$ cat config.mk
export PLATFORM = sky130hd
export DESIGN_NAME = rpn_feeder
export DESIGN_NICKNAME = d
export VERILOG_FILES = /design/src/rtl/rpn_feeder.sv
export SDC_FILE = /design/constraint.sdc
export NUM_CORES = 1
export LEC_CHECK = 0
export ABC_AREA = 1
export BUFFER_PORTS_ARGS = -buffer_cell sky130_fd_sc_hd__clkbuf_2
export CAP_MARGIN = 20
export CORE_UTILIZATION = 30
export CTS_CLUSTER_SIZE = 28
export DETAILED_ROUTE_END_ITERATION = 12
export MAX_ROUTING_LAYER = met4
export PLACE_DENSITY = 0.48
export SLEW_MARGIN = 5
export SYNTH_ARGS = -nofsm -noshare
export SYNTH_HDL_FRONTEND = slang
export SYNTH_SLANG_ARGS = --single-unit
$ cat constraint.sdc
create_clock -name clk -period 6.4 [get_ports clk]
set_input_delay 0.64 -clock clk [delete_from_list [all_inputs] [get_ports clk]]
set_output_delay 0.64 -clock clk [all_outputs]
set_load 0.05 [all_outputs]
$ cat src/rtl/rpn_feeder.sv
// rpn_feeder: streams a stored RPN program into an opstack, tracking operand depth
module rpn_feeder #(
  parameter int PLEN = 16,
  parameter int SDEPTH = 8,
  localparam int AW = $clog2(PLEN),
  localparam int DW = $clog2(SDEPTH + 2)
) (
  input  logic          clk,
  input  logic          rst,
  input  logic          wr_en,
  input  logic [AW-1:0] wr_addr,
  input  logic [17:0]   wr_data,
  input  logic          start,
  input  logic [AW:0]   len,
  output logic          num,
  output logic          op,
  output logic [15:0]   x,
  input  logic [15:0]   qtop,
  output logic          busy,
  output logic          done,
  output logic          err,
  output logic [15:0]   result
);
  typedef enum logic [2:0] {IDLE, ISSUE, SETTLE, ABORT, FINISH} state_t;
  state_t state_q, state_d;
  logic [17:0] mem [PLEN];
  logic [AW:0] idx_q, idx_d, len_q, len_d, idx_b;
  logic [DW-1:0] dep_q, dep_d, dep_b, dep_n;
  logic num_q, num_d, op_q, op_d, busy_q, busy_d, done_q, done_d, err_q, err_d;
  logic [15:0] x_q, x_d, res_q, res_d;
  logic [17:0] tok;
  logic launch, legal;
  assign idx_b = state_q == IDLE ? '0 : idx_q;
  assign dep_b = state_q == IDLE ? '0 : dep_q;
  assign tok = mem[idx_b[AW-1:0]];
  assign launch = state_q == IDLE ? (start && len != '0) : (state_q == ISSUE && idx_q != len_q);
  assign legal = tok[17] ? (dep_b >= (tok[16] ? DW'(1) : DW'(2))) : (dep_b != DW'(SDEPTH));
  assign dep_n = tok[17] ? (tok[16] ? dep_b : dep_b - 1'b1) : dep_b + 1'b1;
  // program memory: host writes only between runs, never cleared by reset
  always_ff @(posedge clk)
    if (wr_en && !busy_q) mem[wr_addr] <= wr_data;
  // next-state: run sequencing, token launch with depth legality check
  always_comb begin
    state_d = state_q;
    idx_d = idx_q;
    len_d = len_q;
    dep_d = dep_q;
    num_d = 1'b0;
    op_d = 1'b0;
    x_d = '0;
    busy_d = busy_q;
    done_d = 1'b0;
    err_d = err_q;
    res_d = res_q;
    case (state_q)
      IDLE: if (start) begin
        len_d = len;
        err_d = len == '0;
        done_d = len == '0;
        state_d = len == '0 ? FINISH : IDLE;
      end
      ISSUE: state_d = SETTLE;
      SETTLE: begin
        state_d = FINISH;
        res_d = qtop;
        err_d = dep_q != DW'(1);
        done_d = 1'b1;
        busy_d = 1'b0;
      end
      ABORT: begin
        state_d = FINISH;
        err_d = 1'b1;
        done_d = 1'b1;
        busy_d = 1'b0;
      end
      default: state_d = IDLE;
    endcase
    if (launch) begin
      busy_d = 1'b1;
      state_d = legal ? ISSUE : ABORT;
      num_d = legal & ~tok[17];
      op_d = legal & tok[17];
      x_d = legal ? tok[15:0] : '0;
      dep_d = legal ? dep_n : dep_b;
      idx_d = idx_b + 1'b1;
    end
  end
  // state and output registers, cleared asynchronously
  always_ff @(posedge clk or posedge rst)
    if (rst) begin
      state_q <= IDLE;
      idx_q <= '0;
      len_q <= '0;
      dep_q <= '0;
      num_q <= 1'b0;
      op_q <= 1'b0;
      x_q <= '0;
      busy_q <= 1'b0;
      done_q <= 1'b0;
      err_q <= 1'b0;
      res_q <= '0;
    end else begin
      state_q <= state_d;
      idx_q <= idx_d;
      len_q <= len_d;
      dep_q <= dep_d;
      num_q <= num_d;
      op_q <= op_d;
      x_q <= x_d;
      busy_q <= busy_d;
      done_q <= done_d;
      err_q <= err_d;
      res_q <= res_d;
    end
  assign num = num_q;
  assign op = op_q;
  assign x = x_q;
  assign busy = busy_q;
  assign done = done_q;
  assign err = err_q;
  assign result = res_q;
endmodule

==> flow_metrics.env <==
export IMPL_fin_crit_sh_pct=62.2
export IMPL_ant_nets=0
export IMPL_wl_met1_um=17500
export IMPL_cts_sinks=342
export IMPL_clock_latency_ps=540
export IMPL_stdcell_count=1843
export IMPL_clock_path_buffers=3
export IMPL_h_tree_depth=2
export IMPL_power_total_mw=7.49
export IMPL_grt_overflow=0
export IMPL_switchingPower_mw=2.86
export IMPL_via_count=8765
export IMPL_io_pins=84
export IMPL_fin_nets=1264
export IMPL_crit_arrival_ps=4410
export IMPL_hpwl_um=20000
export IMPL_start_util_pct=30.6
export IMPL_placed_area_um2=15000
export IMPL_maxUsedRoutingLayer="met4"
export IMPL_ys_ff_latch=342
export IMPL_outcome="completed"
export IMPL_p_clk_share_pct=28.4
export IMPL_coreArea_um2=45700
export IMPL_endpoint_kind="flip-flop"
export IMPL_layout_drive_gt1_share_pct=18.1
export IMPL_dp_cells=1773
export IMPL_grt_pass1_vias=8610
export IMPL_synth_fp_nets=1180
export IMPL_die_width_um=218
export IMPL_tightestPinTransition_ps=1090
export IMPL_port_buffers=83
export IMPL_route_met3_wl_um=1890
export IMPL_comb_power_share_pct=35.6
export IMPL_fin_util_pct=35.6
export IMPL_row_count=78
export IMPL_design_area_um2=16300
export IMPL_drt_pre_antenna_iters=5
export IMPL_drc=0
export IMPL_worstRegToRegCells=20
export IMPL_wire_per_inst_um=19.6
export IMPL_avgSynthCellArea_um2=12.4
export IMPL_die_area_um2=47500
export IMPL_hold_class="primary input to asynchronous set/reset pin"
export IMPL_cp_max_fo=20
export IMPL_ir_drop_uv=345
export IMPL_cts_resized=0
export IMPL_whs_ps=311
export IMPL_syn_inst=1128
export IMPL_gp_congestion=0.793
export IMPL_post_cts_setup_buffers=0
export IMPL_synth_seq_area_share_pct=71.4
export IMPL_hold_viol_final=0
export IMPL_cts_buffers=37
export IMPL_drt_total_wl_um=36100
export IMPL_maxSlewHeadroom_pct=27.3
export IMPL_track_usage_pct=15.9
export IMPL_netlist_area_um2=14000
export IMPL_synth_warnings=0
export IMPL_cp_start_kind="flip-flop"
export IMPL_vias_per_cell=4.76
export IMPL_fin_ws_ps=2420
export IMPL_cts_root_buffer="clkbuf_16"
export IMPL_slew_violations=0
export IMPL_setup_viol=0
export IMPL_tns_ps=0
export IMPL_maxCapViolCount=0
export IMPL_holdBufCountCts=0
export IMPL_drt_iter0_markers=705
export IMPL_finClkSkew_ps=13.9
export IMPL_cp_required_ps=6820
export IMPL_antenna_found_initial=2
export IMPL_grt_max_degree=84
export IMPL_p_int_mw=4.63
export IMPL_rrSetupSlack_ps=2420
export IMPL_clk_pin_slew_worst_paths_ps=60
export IMPL_cts_tree="yes"
export IMPL_die_y_um=218
export IMPL_met2WireLength_um=16100
export IMPL_min_period_ps=3980
export IMPL_netSwitchingFraction_pct=38.2
export IMPL_p_seq_share_pct=36.0
export IMPL_grt_pass1_wl_um=54700
export IMPL_pre_cts_ws_ps=2370
export IMPL_crit_type="flip-flop to flip-flop"
export IMPL_rsz0062_at_grt="false"
export IMPL_max_freq_mhz=251
export IMPL_p_per_area_nw_per_um2=461
export IMPL_total_leakage_power_nw=6.08
export IMPL_areaGrowthSynthToFinish_pct=16.2
export IMPL_ys_types=37
area by class of cell:
cell class,instances,area [um2]
fillers,4511,29400
flip-flops and latches,342,10000
multi-input cells,668,3500
clock buffers,54,1070
well taps,600,751
repair buffers,102,558
inverters,61,229
clock inverters,14,146
diodes,2,5.00
flip-flops by register name, indices dropped and copies added, names as in the netlist, 3 cells and up:
| register | count |
|---|---|
| result | 16 |
| dep_q | 4 |
| state_q | 3 |
| x | 16 |
| idx_q | 5 |
| mem | 288 |
| len_q | 5 |
synthesized netlist by cell type, drive strengths merged:
cell	count	area share, %
nand2	331	9.2
dfrtp	54	9.7
nand3	68	2.5
mux2	19	1.5
a21oi	51	1.8
a21boi	2	0.11
xor2	5	0.31
a32oi	48	3.0
o31ai	1	0.054
buf	45	2.0
o22ai	1	0.045
a32o	1	0.072
o21ai	56	2.0
nor3	3	0.11
ha	5	0.45
clkbuf	12	0.33
nand3b	5	0.27
edfxtp	288	62
xnor2	5	0.31
nor3b	15	1.2
nand4	2	0.089
and3	1	0.045
nor2	49	1.5
inv	61	1.6
critical path, cell delays in order, from the launching register on:
cell and delay [ps]:
dfrtp_1 410, nor2_4 70, nand2_8 150, nand2_2 430, nor2_2 1000, nand2_1 120
nand2_1 110, inv_2 50, nand2_1 110, inv_1 80, ha_1 290, inv_1 70
nand2_1 50, a21oi_1 120, nand3_1 120, nand2_2 130, nand2_2 90, nand2_4 290
inv_1 70, nand2_1 70, nand2_1 40
kinds of logic (layout without fill, tap and decap cells):
family / Yosys count / count (layout) / share of synthesized area (%)
and+or+nand+nor: 474 / 474 / 14.9
DFF: 342 / 342 / 71.4
AOI/OAI and AO/OA: 160 / 160 / 7.11
buffers and inverters: 118 / 231 / 3.99
muxes: 19 / 19 / 1.53
xor gates and xnor gates: 10 / 10 / 0.626
adders and majority gates: 5 / 5 / 0.447
other: 0 / 2 / 0
power by group through the flow:
| stage | registers [mW] | clock network, mW | logic, mW |
|---|---|---|---|
| final | 2.69 | 2.13 | 2.67 |
| after CTS | 2.70 | 2.18 | 2.71 |
| after global placement | 2.74 | 0 | 2.70 |
| after global routing | 2.71 | 2.26 | 2.98 |
| after floorplan | 2.99 | 0 | 1.81 |
| after detailed placement | 2.74 | 0 | 2.70 |
routing by layer:
metal  GRT usage (%)  up-vias
met2            24.0      234
met1            22.2     4325
met5               -        -
li1                -     4158
met3            2.72       48
met4            3.61        0
final timing paths:
check | from | end
max in group asynchronous | rst | idx_q[0]
hold reg to reg | dep_q[3] | dep_q[3]
setup / recovery | state_q[2] | dep_q[2]
setup reg to reg | state_q[2] | dep_q[2]
min in group clk | qtop[12] | result[12]
hold / removal | rst | len_q[4]
cell usage in the layout (no fill, tap or decap), types with 2 or more instances in the layout:
| cell type | count |
|---|---|
| clkbuf_8 | 6 |
| clkinv_1 | 3 |
| xor2_1 | 5 |
| o21ai_0 | 55 |
| inv_2 | 8 |
| nand2_4 | 3 |
| nor2_1 | 28 |
| mux2_2 | 19 |
| nor3b_1 | 5 |
| nand2_1 | 323 |
| buf_4 | 19 |
| clkbuf_16 | 38 |
| nand3b_1 | 5 |
| clkbuf_2 | 83 |
| a21oi_1 | 51 |
| ha_1 | 5 |
| nor2_2 | 15 |
| nand3_1 | 67 |
| a21boi_0 | 2 |
| a32oi_1 | 48 |
| nor3_1 | 3 |
| xnor2_1 | 5 |
| inv_1 | 53 |
| diode_2 | 2 |
| nor3b_2 | 10 |
| clkbuf_1 | 10 |
| nand4_1 | 2 |
| dfrtp_1 | 53 |
| edfxtp_1 | 288 |
| bufinv_16 | 2 |
| clkinv_2 | 6 |
| nor2_4 | 6 |
| nand2_2 | 4 |
No activity file was read; power rests on OpenSTA's default activity.
